[src/rtl/time_pkg.sv]
// Shared definitions for the time-of-day counter: mode encoding,
// seconds/minutes modulus and a binary-to-BCD helper for constants.
package time_pkg;

    typedef enum logic [1:0] {
        MODE_RUN   = 2'd0,
        MODE_SET_H = 2'd1,
        MODE_SET_M = 2'd2
    } mode_e;

    localparam int SEC_MIN_MOD = 60;

    function automatic logic [7:0] to_bcd(input int unsigned n);
        logic [3:0] tens;
        logic [3:0] units;
        tens   = 4'((n / 10) % 10);
        units  = 4'(n % 10);
        to_bcd = {tens, units};
    endfunction

endpackage

[src/rtl/bcd_mod_counter.sv]
// Two-digit BCD counter with programmable modulus, synchronous clear
// and a combinational wrap flag so carries ripple within one edge.
import time_pkg::*;

module bcd_mod_counter #(
    parameter int MOD = 60
) (
    input  logic       clk_in,
    input  logic       rst_n,
    input  logic       clr,
    input  logic       inc,
    output logic [7:0] value,
    output logic       wrap
);

    localparam logic [7:0] LAST = to_bcd(MOD - 1);

    logic [7:0] cnt_q;
    logic [7:0] cnt_d;

    assign wrap  = inc & (cnt_q == LAST);
    assign value = cnt_q;

    always_comb begin
        cnt_d = cnt_q;
        if (clr) begin
            cnt_d = 8'h00;
        end else if (inc) begin
            if (cnt_q == LAST) begin
                cnt_d = 8'h00;
            end else if (cnt_q[3:0] == 4'd9) begin
                cnt_d = {cnt_q[7:4] + 4'd1, 4'd0};
            end else begin
                cnt_d = {cnt_q[7:4], cnt_q[3:0] + 4'd1};
            end
        end
    end

    always_ff @(posedge clk_in) begin
        if (!rst_n) begin
            cnt_q <= 8'h00;
        end else begin
            cnt_q <= cnt_d;
        end
    end

endmodule

[src/rtl/time_counter.sv]
// Clock-of-day core: 1 Hz edge detect, RUN/SET_H/SET_M mode FSM and
// three chained BCD counters for seconds, minutes and hours.
import time_pkg::*;

module time_counter #(
    parameter int HOUR_MOD = 24
) (
    input  logic       clk_in,
    input  logic       rst_n,
    input  logic       sec_clk,
    input  logic       mode_key,
    input  logic       inc_key,
    output logic [7:0] hour_bcd,
    output logic [7:0] min_bcd,
    output logic [7:0] sec_bcd,
    output logic [1:0] mode,
    output logic       sec_pulse,
    output logic       day_carry
);

    mode_e state_q;
    mode_e state_d;

    logic sec_clk_q;
    logic tick;
    logic tick_q;
    logic sec_pulse_q;
    logic day_carry_q;

    logic run;
    logic set_h;
    logic set_m;
    logic key_inc;

    logic sec_inc;
    logic sec_clr;
    logic min_inc;
    logic hour_inc;
    logic sec_wrap;
    logic min_wrap;
    logic hour_wrap;

    assign tick    = sec_clk & ~sec_clk_q;
    assign run     = (state_q == MODE_RUN);
    assign set_h   = (state_q == MODE_SET_H);
    assign set_m   = (state_q == MODE_SET_M);
    // A mode change always wins over a coincident increment key.
    assign key_inc = inc_key & ~mode_key;

    assign sec_inc  = run & tick;
    assign sec_clr  = set_m & mode_key;
    assign min_inc  = (run & sec_wrap) | (set_m & key_inc);
    assign hour_inc = (run & min_wrap) | (set_h & key_inc);

    always_comb begin
        state_d = state_q;
        unique case (state_q)
            MODE_RUN:   if (mode_key) state_d = MODE_SET_H;
            MODE_SET_H: if (mode_key) state_d = MODE_SET_M;
            MODE_SET_M: if (mode_key) state_d = MODE_RUN;
            default:    state_d = MODE_RUN;
        endcase
    end

    // Edge detector starts high so a level already high at reset is ignored.
    always_ff @(posedge clk_in) begin
        if (!rst_n) begin
            state_q     <= MODE_RUN;
            sec_clk_q   <= 1'b1;
            tick_q      <= 1'b0;
            sec_pulse_q <= 1'b0;
            day_carry_q <= 1'b0;
        end else begin
            state_q     <= state_d;
            sec_clk_q   <= sec_clk;
            tick_q      <= tick;
            sec_pulse_q <= tick_q;
            day_carry_q <= run & hour_wrap;
        end
    end

    bcd_mod_counter #(.MOD(SEC_MIN_MOD)) u_sec (
        .clk_in (clk_in),
        .rst_n  (rst_n),
        .clr    (sec_clr),
        .inc    (sec_inc),
        .value  (sec_bcd),
        .wrap   (sec_wrap)
    );

    bcd_mod_counter #(.MOD(SEC_MIN_MOD)) u_min (
        .clk_in (clk_in),
        .rst_n  (rst_n),
        .clr    (1'b0),
        .inc    (min_inc),
        .value  (min_bcd),
        .wrap   (min_wrap)
    );

    bcd_mod_counter #(.MOD(HOUR_MOD)) u_hour (
        .clk_in (clk_in),
        .rst_n  (rst_n),
        .clr    (1'b0),
        .inc    (hour_inc),
        .value  (hour_bcd),
        .wrap   (hour_wrap)
    );

    assign mode      = state_q;
    assign sec_pulse = sec_pulse_q;
    assign day_carry = day_carry_q;

endmodule
[config.mk]
export PLATFORM = sky130hd
export DESIGN_NAME = time_counter
export DESIGN_NICKNAME = d
export VERILOG_FILES = /design/src/rtl/time_pkg.sv /design/src/rtl/bcd_mod_counter.sv /design/src/rtl/time_counter.sv
export SDC_FILE = /design/constraint.sdc
export NUM_CORES = 1
export LEC_CHECK = 0
export ABC_AREA = 1
export BUFFER_PORTS_ARGS = -buffer_cell sky130_fd_sc_hd__buf_2
export CORE_ASPECT_RATIO = 1.5
export CORE_MARGIN = 5
export CORE_UTILIZATION = 40
export DETAILED_ROUTE_END_ITERATION = 8
export PLACE_DENSITY = 0.68
export REMOVE_ABC_BUFFERS = 1
export SYNTH_ARGS = -nofsm -noshare
export SYNTH_HDL_FRONTEND = slang
export SYNTH_SLANG_ARGS = --single-unit
[constraint.sdc]
create_clock -name clk_in -period 1.87 [get_ports clk_in]
set_input_delay 0 -clock clk_in [delete_from_list [all_inputs] [get_ports clk_in]]
set_output_delay 0 -clock clk_in [all_outputs]
set_load 0.02 [all_outputs]
# Yosys cells after proc, flatten, opt, wreduce, memory -nomap -nowiden
# Cells that the tools add are included.
[totals]
regBits = 30
inputBits = 5
out_inout_bits = 28
word_cells = 64
[op_classes]
addsub = 6
eq_ne = 11
n_mux = 10
bitwise_logic = 17
reduce_logical = 9
[op_table]
columns = ["operator", "n"]
rows = [
  ["$mux W8", 6],
  ["$add A4 B1 Y4 const B", 6],
  ["$eq A8 B7 Y1 const B", 2],
  ["$and A1 B1 Y1", 12],
  ["$eq A4 B4 Y1 const B", 3],
  ["$eq A8 B6 Y1 const B", 1],
  ["$mux W2", 3],
  ["$ne A2 B2 Y1 const B", 3],
  ["$pmux W2 S3", 1],
  ["$reduce_and A2 Y1", 3],
  ["$reduce_bool A2 Y1", 3],
  ["$not A1 Y1", 3],
  ["$reduce_and A3 Y1", 1],
  ["$eq A2 B1 Y1 const B", 1],
  ["$eq A2 B2 Y1 const B", 1],
  ["$logic_not A2 Y1", 1],
  ["$or A1 B1 Y1", 2],
  ["$reduce_or A2 Y1", 1],
]

# Logic depth before layout (Yosys ltp)
# Gate-level depths: netlist of the first run.
[depth]
depth_word = 11
ltp_mapped = 12
depth_no_buf = 12

# Cells and area by module
# Synthesis of the first run repeated with hierarchy kept, for this count alone.
[hier_totals]
hier_cells = 226
hier_area_um2 = 1580.3
[modules_own_cells]
columns = ["mod", "instances", "cells_each", "area_each_um2", "seq_area_each_um2"]
rows = [
  ["bcd_mod_counter (u_min ...)", 2, 61, 436.7, 160.2],
  ["bcd_mod_counter (u_hour)", 1, 68, 457.9, 160.2],
  ["time_counter", 1, 36, 249.0, 120.1],
]

# Worst setup path after synthesis of the first run
# OpenSTA, ideal clock, no wires.
[synth_timing]
kind = "reg-to-reg"
from = "register u_sec.cnt_q[0], in the netlist u_sec.value[0]"
to = "register u_hour.cnt_q[4], in the netlist u_hour.value[4]"
setup_ns = 0.113
arrival_ns = 1.521
t_required_ns = 1.757
setup_slack_ns = 0.236
stages_incl_launch_ff = 11
n_path_buf = 0
period_less_slack_ns = 1.634
path_cell_list = "dfxtp_1 -> ha_1 -> nand3_2 -> nor2_2 -> nand2_4 -> nand2_8 -> nand2_4 -> nand2_8 -> nand2_4 -> nor2_1 -> nor2_1"
[synth_between]
elab_chain_len = 8
[synth_rtl]
columns = ["item", "line", "rtl"]
rows = [
  ["start: declaration", "bcd_mod_counter.sv:18", "logic [7:0] cnt_q;"],
  ["start signal: assignment", "bcd_mod_counter.sv:43", "cnt_q <= cnt_d;"],
  ["$eq A8 B7 Y1", "bcd_mod_counter.sv:21", "assign wrap = inc & (cnt_q == LAST);"],
  ["$and A1 B1 Y1", "bcd_mod_counter.sv:21", ""],
  ["$and A1 B1 Y1", "time_counter.sv:52", "assign min_inc = (run & sec_wrap) | (set_m & key_inc);"],
  ["$or A1 B1 Y1", "time_counter.sv:52", ""],
  ["$and A1 B1 Y1", "bcd_mod_counter.sv:21", ""],
  ["$and A1 B1 Y1", "time_counter.sv:53", "assign hour_inc = (run & min_wrap) | (set_h & key_inc);"],
  ["$or A1 B1 Y1", "time_counter.sv:53", ""],
  ["$reduce_and A2 Y1 (no line)", "-", ""],
  ["end signal: assignment", "bcd_mod_counter.sv:43", ""],
  ["end: declaration", "bcd_mod_counter.sv:18", ""],
]
# Every way passes these cells.
# A chain may end at the register's enable or synchronous reset.

# Worst setup path in the final report of the first run
[layout_timing]
from = "register u_sec.cnt_q[0], in the netlist u_sec.value[0]"
to = "register u_hour.cnt_q[6], in the netlist u_hour.value[6]"
# The elaborated chain is that of the path after synthesis.

==> reports/metrics.yaml, run 1 <==
rows: 28
avgSynthCellArea_um2: 8.00
async_reset_ff_share_pct: 0
layout_min_cycle_time_ps: 1580
dieWidth_um: 61.6
critPathLaunchType: "flop"
min_from: "rst_n"
chipHeight_um: 87.5
gp_congestion: 0.814
path_cells: "ha_1 > nand3_2 > nor2_2 > nand2_4 > nand2_8 > nand2_4 > nand2_8 > nand2_4 > nand2_1 > a21oi_2"
multi_input_comb_area_um2: 880
remaining_drc_errors: 0
ant_nets: 0
grt_pass1_vias: 1362
cts_sinks: 30
rsz0062_at_grt: "false"
synth_common_cells: "dfxtp_1, nand2_1, inv_1, nor2_1, nand3_1"
cts.clk_slew.worst_paths_ps: 70
vias_per_cell: 4.75
tightest_slew_ps: 332
slowest_delay_ps: 410
grt_pass1_wl_um: 5630
antenna_found_initial: 0
synth_warnings: 0
yosys.area.top_type_share_pct: 37.5
htreeDepth: 2
fin_tns_setup_ps: 0
clock_skew_ps: 3.87
fin_area_um2: 1940
first_pass_iters: 4
criticalPathCategory: "reg2reg"
start_util_pct: 40.8
clockRootBuffer: "clkbuf_8"
dieArea_um2: 5390
p_total_mw: 1.39
placed_cell_area_um2: 1810
synthDistinctLibCells: 27
grt-ovfl-total: 0
pwr_density_cell_nw_per_um2: 714
cts_tree: "built"
cp.required_ps: 2030
portBuffers: 32
cts_buffers: 5
peakVddDrop_mv: 0.451
drive_gt1_share_pct: 25.2
crit_path_top_delay_cell: "dfxtp_1"
pre_cts_slack_ps: 287
grt.total_usage_pct: 13.8
fin_crit_sh_pct: 84.6
ys_ff_latch: 30
min_path_type: "in2reg"
ys_seq_area_share_pct: 37.5
drt_iter0_drc: 14
clockBufferDepth: 2
synth_ff_type: "dfxtp_1"
maxCapViolations: 0
vias: 1364
worstSetupEndpointType: "flop"
fin_util_pct: 49.5
syn_inst: 200
seq_area_um2: 601
syn_area_um2: 1600
grt_max_degree: 12
relSlewSlack_pct: 77.7
critPathBufInv: 0
filler_cell_count: 415
wl_per_cell_um: 11.0
routed_wl_um: 3170
syn_to_final_growth_pct: 21.3
nNetsFinal: 258
critPathLaunch: "u_sec.value[0]"
yosys.area.top_type: "dfxtp_1"
slew_viol_final: 0
synth_edf_count: 0
pin_count: 33
worstPathArrival_ps: 1750
crit_fanout: 10
worst_slack_ps: 288
synth.area.top_cells: "dfxtp_1, ha_1, nand2_1"
max_freq_mhz: 632
dp_hpwl_um: 2470
status: "finished, final reports clean"
hold_viol_final: 0
power.leakage_nw: 0.970
core_area_um2: 3920
critPathTopFamily: "simple AND/OR/NAND/NOR gates"
r2r-start: "u_sec.value[0]"
crit_path_frequent_cell: "nand2_4"
n_antenna_cell: 0
synth_most_common_cell: "dfxtp_1"
clk_latency_ps: 280
setup_viol_count_final: 0
## cells by family after synthesis
family | Yosys count | share of synthesized area (%)
and+or+nand+nor | 95 | 32.4
adders and majority gates | 12 | 9.38
AOI/OAI and AO/OA | 24 | 8.21
buffers and inverters | 30 | 7.51
xor gates and xnor gates | 9 | 4.93
DFF | 30 | 37.5
## layout by cell type (no fill, tap or decap), drive strengths merged
master / n
a21oi: 13
nand3: 19
xor2: 7
buf: 33
o21ai: 8
inv: 29
clkinv: 2
or2: 3
xnor2: 2
nor2: 27
ha: 12
and3: 1
a211oi: 3
nand3b: 1
nand4: 2
bufinv: 1
dfxtp: 30
nand2: 36
dlygate4sd3: 2
nor3: 6
clkbuf: 5
## worst register-to-register path: cells and delay by family, from the launching register on
family / cells / cell delay (ps)
adder cells (fa/ha/maj): 1 / 190
flip-flops: 1 / 410
AND/OR/NAND/NOR: 8 / 820
AO/OA/AOI/OAI: 1 / 50
## timing repair
action / 4_1_cts / 5_1_grt
gates resized for setup: 0 / 0
buffers inserted: 0 / 0
hold buffers: 2 / 0
endpoints found under the hold margin: 2 / 0
## flip-flops by register name, summed over array words and instances, names as in the netlist
signal        count
u_hour.value      8
u_min.value       8
u_sec.value       8
mode              2
day_carry         1
sec_clk_q         1
sec_pulse         1
tick_q            1
## final timing paths
kind / cells past startpoint / endpoint / slack, ps
worst max-delay path: 10 / u_hour.value[6] / 290
worst min-delay path: 3 / sec_pulse / 50
worst max register to register: 10 / u_hour.value[6] / 290
worst min register to register: 2 / sec_pulse / 410
## stage by stage
step / instances / hold slack [ps]
floorplan: 199 / 89.4
global placement: 277 / 205
detailed placement: 277 / 209
CTS: 287 / 53.3
global route: 287 / 57.9
finish: 287 / 49.7
## routing by layer
metal  global-route usage (%)  up-vias  wire length, um  part of all wire, %
met4                     6.56        0               87                  2.7
li1                         -      726                -                    -
met5                        0        -                0                    0
met1                     15.0      604             1290                   41
met2                     23.5       27             1630                   52
met3                     4.15        7              160                  5.1
## where the power goes
| group | switching, mW | internal [mW] | total (mW) |
|---|---|---|---|
| combinational | 0.0600 | 0.0304 | 0.0904 |
| sequential | 0.00985 | 0.649 | 0.659 |
| clock | 0.246 | 0.392 | 0.637 |
| total | 0.316 | 1.07 | 1.39 |
## area by class of cell
class | count | area share (%)
clock buffers | 5 | 3.54
clock inverters | 3 | 2.06
inverters | 29 | 5.61
multi-input cells | 140 | 45.3
flip-flops and latches | 30 | 30.9
well taps | 45 | 2.90
repair buffers | 35 | 9.66
(Power assumes the default switching activity.)
==> inputs of run 2 (changes only) <==
==> constraint.sdc (replaced) <==
create_clock -name clk_in -period 1.6 [get_ports clk_in]
set_input_delay 0 -clock clk_in [delete_from_list [all_inputs] [get_ports clk_in]]
set_output_delay 0 -clock clk_in [all_outputs]
set_load 0.02 [all_outputs]
==> run 2 against run 1 <==
Effect of this change: combinational power rose by 29%; non-clock buffer count rose by 10; sequential power rose by 17%; wire length rose by 4.0%; critical path depth fell by 1; core utilization rose by 1.4 points; clock power fell by 11%; sequential share of layout area fell by 0.73 points; hold slack got worse by 1.0 ps; via count rose by 4.6%; critical endpoint is now u_min.value[7]; largest power group unchanged.
==> reports/metrics.yaml, run 2 (synthesis results as in run 1) <==
antenna_found_initial: 0  # unchanged
pin_count: 33  # unchanged
final_cell_count_no_fill: 296  # +3.1%
worstPathArrival_ps: 1620  # -130 ps
vias_per_cell: 4.82  # +1.4%
grt_pass1_wl_um: 5650  # +0.37%
fin_crit_sh_pct: 91.4  # +6.8 points
most-common-layout-cells: "buf_2, nand2_1, dfxtp_1, inv_1, nor2_1"
cts_buffers: 5  # unchanged
dieArea_um2: 5390  # unchanged
grt_max_degree: 12  # unchanged
clock_skew_ps: 1.41  # -2.46 ps
core_area_um2: 3920  # unchanged
hold_path_depth: 3  # unchanged
dp_hpwl_um: 2610  # +5.7%
wl_per_cell_um: 11.1  # +0.82%
r2r-start: "u_sec.value[1]"
hold_viol_final: 0  # unchanged
clockRootBuffer: "clkbuf_8"
r2r_setup_slack_ps: 140  # -150 ps
cts.clk_slew.worst_paths_ps: 60  # about the same
crit_fanout: 10  # unchanged
relSlewSlack_pct: 79.6  # +1.9 points
layout_min_cycle_time_ps: 1460  # -119 ps
rsz0062_at_grt: "false"
criticalPathCategory: "reg2reg"
routed_wl_um: 3290  # +4.0%
rows: 28  # unchanged
tightest_slew_ps: 305  # -27.3 ps
grt_pass1_vias: 1384  # +1.6%
ant_nets: 0  # unchanged
grt.total_usage_pct: 13.9  # +0.049 points
dp.cells: 286  # +3.2%
maxCapViolations: 0  # unchanged
power.leakage_nw: 0.999  # +3.1%
min_from: "rst_n"
layout_commonest_cell: "buf_2"
status: "finished, final reports clean"
dieWidth_um: 61.6  # unchanged
htreeDepth: 2  # unchanged
remaining_drc_errors: 0  # unchanged
r2r-end: "u_min.value[7]"
critPathLaunchType: "flop"
clk_latency_ps: 280  # about the same
fin_util_pct: 50.9  # +1.4 points
cts_sinks: 30  # unchanged
start_util_pct: 40.8  # unchanged
slew_viol_final: 0  # unchanged
fin_tns_setup_ps: 0  # unchanged
nNetsFinal: 268  # +3.9%
r2r_cells: 9  # -1
cp.required_ps: 1760  # -270 ps
chipHeight_um: 87.5  # unchanged
drt_iter0_drc: 38  # +24
pwr_density_cell_nw_per_um2: 726  # +1.7%
cts_tree: "built"
hold_end: "sec_pulse"
worstSetupEndpointType: "flop"
gp_congestion: 0.831  # +2.2%
grt-ovfl-total: 0  # unchanged
clockBufferDepth: 2  # unchanged
peakVddDrop_mv: 0.377  # -16%
n_antenna_cell: 0  # unchanged
drive_gt1_share_pct: 29.1  # +3.9 points
vias: 1427  # +4.6%
min_path_type: "in2reg"
portBuffers: 32  # unchanged
setup_viol_count_final: 0  # unchanged
first_pass_iters: 4  # unchanged
max_freq_mhz: 684  # +8.2%
syn_to_final_growth_pct: 24.8
## run 2: cell count changes in the layout (fill, tap and decap cells not counted), sizes merged
cell	before	now
buf	33	43
bufinv	1	0
clkbuf	5	7
clkinv	2	0
## run 2: critical path, cell delays in order, from the launching register on
cell,delay [ps]
dfxtp_1,310
inv_1,50
ha_1,140
nand3_2,90
nor2_2,150
nand2_4,90
nand2_8,100
nand2_4,80
o21ai_1,240
nor2_1,80
## run 2: worst max path at each step
stage	startpoint	end	slack, ps	depth (start not counted)
finish	u_sec.value[1]	u_min.value[7]	140	9
global route	u_sec.value[1]	u_min.value[5]	9	9
CTS	u_min.value[5]	u_hour.value[4]	90	9
global placement	u_min.value[5]	u_hour.value[0]	120	9
floorplan	u_sec.value[0]	u_hour.value[4]	-30	10
detailed placement	u_min.value[5]	u_hour.value[0]	100	9
## run 2: through the flow
step / area (um2) / power (mW) / setup slack [ps] / hold WS [ps]
after floorplan: 1590 / 0.855 / -34.0 / 89.4
after global placement: 1880 / 0.897 / 120 / 204
after detailed placement: 1880 / 0.899 / 100 / 206
after CTS: 1980 / 1.48 / 90.7 / 41.8
after global routing: 2000 / 1.51 / 9.35 / 60.8
final: 2000 / 1.45 / 138 / 48.7
## run 2: power breakdown
group	switching, mW	internal (mW)
Sequential	0.00834	0.759
Combinational	0.0756	0.0416
Clock	0.267	0.299
## run 2: layout make-up
cell class	count	area, um2
clock buffers	7	76.3
fillers	402	1930
inverters	29	109
multi-input cells	140	890
flip-flops and latches	30	603
well taps	45	56.3
repair buffers	45	263
## run 2: layer usage
metal  GRT usage, %  vias up  wire length, um
met1           14.0      645             1280
met4           7.72        0              110
li1               -      742                -
met2           24.3       29             1740
met5              0        -                0
met3           3.86       11              163
## run 2: timing repair
action,4_1_cts,5_1_grt
setup endpoints to repair,0,8
hold buffers,2,0
buffers inserted,0,1
gates resized for setup,0,5
hold endpoints to repair,2,0
==> inputs of run 3 (changes only) <==
--- a/config.mk
+++ b/config.mk
@@ -11,7 +11,7 @@
 export CORE_MARGIN = 5
 export CORE_UTILIZATION = 40
 export DETAILED_ROUTE_END_ITERATION = 8
-export PLACE_DENSITY = 0.68
+export PLACE_DENSITY_LB_ADDON = 0.25
 export REMOVE_ABC_BUFFERS = 1
 export SYNTH_ARGS = -nofsm -noshare
 export SYNTH_HDL_FRONTEND = slang
==> run 3 against run 2 <==
Effect of this change: cell count unchanged; clock skew up 2.9 ps; sequential share of layout area about the same; core utilization down 0.19 points; sequential cell count unchanged; wire length rose by 2.3%; sequential power about the same; first-iteration DRC count decreased by 7.9%; die area stayed put; power increased by 0.15%; count of clock-buffer cells in the layout stayed put; critical path type unchanged.
==> reports/metrics.yaml, run 3 (synthesis results as in run 1) <==
status: "finished, final reports clean"
dieWidth_um: 61.6  # unchanged
fin_crit_sh_pct: 91.2  # -0.15 points
worstSetupEndpointType: "flop"
fin_tns_setup_ps: 0  # unchanged
use_met2_pct: 25.3  # +0.95 points
grt_pass1_wl_um: 5830  # +3.2%
met1_usage_pct: 15.7  # +1.7 points
remaining_drc_errors: 0  # unchanged
placed_cell_area_um2: 1890  # +0.40%
critPathLaunchType: "flop"
grt_max_degree: 12  # unchanged
slew_viol_final: 0  # unchanged
relSlewSlack_pct: 79.0  # -0.65 points
grt.total_usage_pct: 14.6  # +0.75 points
tightest_slew_ps: 314  # +9.67 ps
drive_gt1_share_pct: 27.5  # -1.6 points
drt_iter0_drc: 35  # -7.9%
clockBufferDepth: 2  # unchanged
peakVddDrop_mv: 0.498  # +32%
final_cell_count_no_fill: 296  # unchanged
crit_fanout: 9  # -1
htreeDepth: 2  # unchanged
pwr_density_cell_nw_per_um2: 730  # +0.53%
ant_nets: 0  # unchanged
worstPathArrival_ps: 1620  # about the same
layout_commonest_cell: "buf_2"
setup_viol_count_final: 0  # unchanged
dp.cells: 287  # +0.35%
vias_per_cell: 4.80  # -0.35%
min_path_type: "in2reg"
chipHeight_um: 87.5  # unchanged
grt_pass1_vias: 1373  # -0.79%
rsz0062_at_grt: "false"
first_pass_iters: 4  # unchanged
clock_skew_ps: 4.34  # +2.92 ps
routed_wl_um: 3370  # +2.3%
grt-ovfl-total: 0  # unchanged
dp_hpwl_um: 2650  # +1.8%
p_total_mw: 1.45  # +0.15%
antenna_found_initial: 0  # unchanged
gp_congestion: 0.832  # about the same
core_area_um2: 3920  # unchanged
cts_buffers: 5  # unchanged
maxCapViolations: 0  # unchanged
dieArea_um2: 5390  # unchanged
layout_min_cycle_time_ps: 1460  # -2.47 ps
fin_area_um2: 1990  # -0.38%
start_util_pct: 40.8  # unchanged
post_cts_buffers: 0  # unchanged
max_freq_mhz: 685  # +0.17%
hold_viol_final: 0  # unchanged
clk_latency_ps: 280  # about the same
cp.required_ps: 1760  # about the same
syn_to_final_growth_pct: 24.3
busiest_layer: "met2"
criticalPathCategory: "reg2reg"
wl_per_cell_um: 11.4  # +2.3%
clockRootBuffer: "clkbuf_8"
most-common-layout-cells: "buf_2, dfxtp_1, nand2_1, inv_1, nor2_1"
n_antenna_cell: 0  # unchanged
cts_sinks: 30  # unchanged
pin_count: 33  # unchanged
nNetsFinal: 268  # unchanged
cts.clk_slew.worst_paths_ps: 60  # about the same
rows: 28  # unchanged
portBuffers: 32  # unchanged
use_met3_pct: 4.01  # +0.15 points
power.leakage_nw: 1.00  # +0.38%
vias: 1422  # -0.35%
cts_tree: "built"
-- run 3: cell count changes in the layout (fill, tap and decap cells not counted) --
cell / previous run / this run
dfxtp_1: 28 / 30
dfxtp_2: 2 / 0
ha_1: 11 / 12
ha_2: 1 / 0
nand2_1: 28 / 29
nand2_2: 1 / 0
-- run 3: repair_timing --
| item | CTS | global route |
|---|---|---|
| setup endpoints to repair | 0 | 7 |
| resized for setup | 0 | 1 |
| hold buffers | 2 | 0 |
| hold endpoints to repair | 2 | 0 |
-- run 3: area by class of cell --
cell class	instances	area, um2
fillers	402	1930
multi-input cells	140	885
flip-flops and latches	30	601
repair buffers	45	263
inverters	29	109
clock buffers	7	76.3
well taps	45	56.3
-- run 3: path summary, 6_finish.rpt --
path / depth (start not counted) / endpoint / slack [ps] / start
min reg2reg: 2 / sec_pulse / 420 / tick_q
max: 11 / u_hour.value[6] / 140 / u_sec.value[1]
min: 3 / sec_pulse / 50 / rst_n
max reg2reg: 11 / u_hour.value[6] / 140 / u_sec.value[1]
-- run 3: layer usage --
layer  wire length, um  vias up
li1                  -      743
met1              1370      640
met2              1760       33
met3               171        6
met4                69        0
met5                 0        -
-- run 3: where the power goes --
part	internal [mW]	total [mW]	switching (mW)
clock network	0.299	0.568	0.269
logic	0.0416	0.117	0.0755
registers	0.759	0.768	0.00870
total	1.10	1.45	0.353
-- run 3: stage by stage --
| step | worst slack (ps) | hold slack [ps] | util, % |
|---|---|---|---|
| after floorplan | -34.0 | 89.4 | - |
| after global placement | 101 | 210 | 48.1 |
| after detailed placement | 83.5 | 213 | 48.1 |
| after CTS | 63.5 | 37.1 | 50.6 |
| after global routing | 4.75 | 61.4 | 50.7 |
| final | 140 | 46.7 | 50.7 |
-- run 3: critical path: stages, from the launching register on --
cell,delay [ps]
dfxtp_1,310
inv_1,50
ha_1,150
nand3_2,90
nor2_2,160
nand2_4,90
nand2_8,80
nand2_4,80
nand2_8,110
nand2_4,80
nand2_1,80
a21oi_2,60
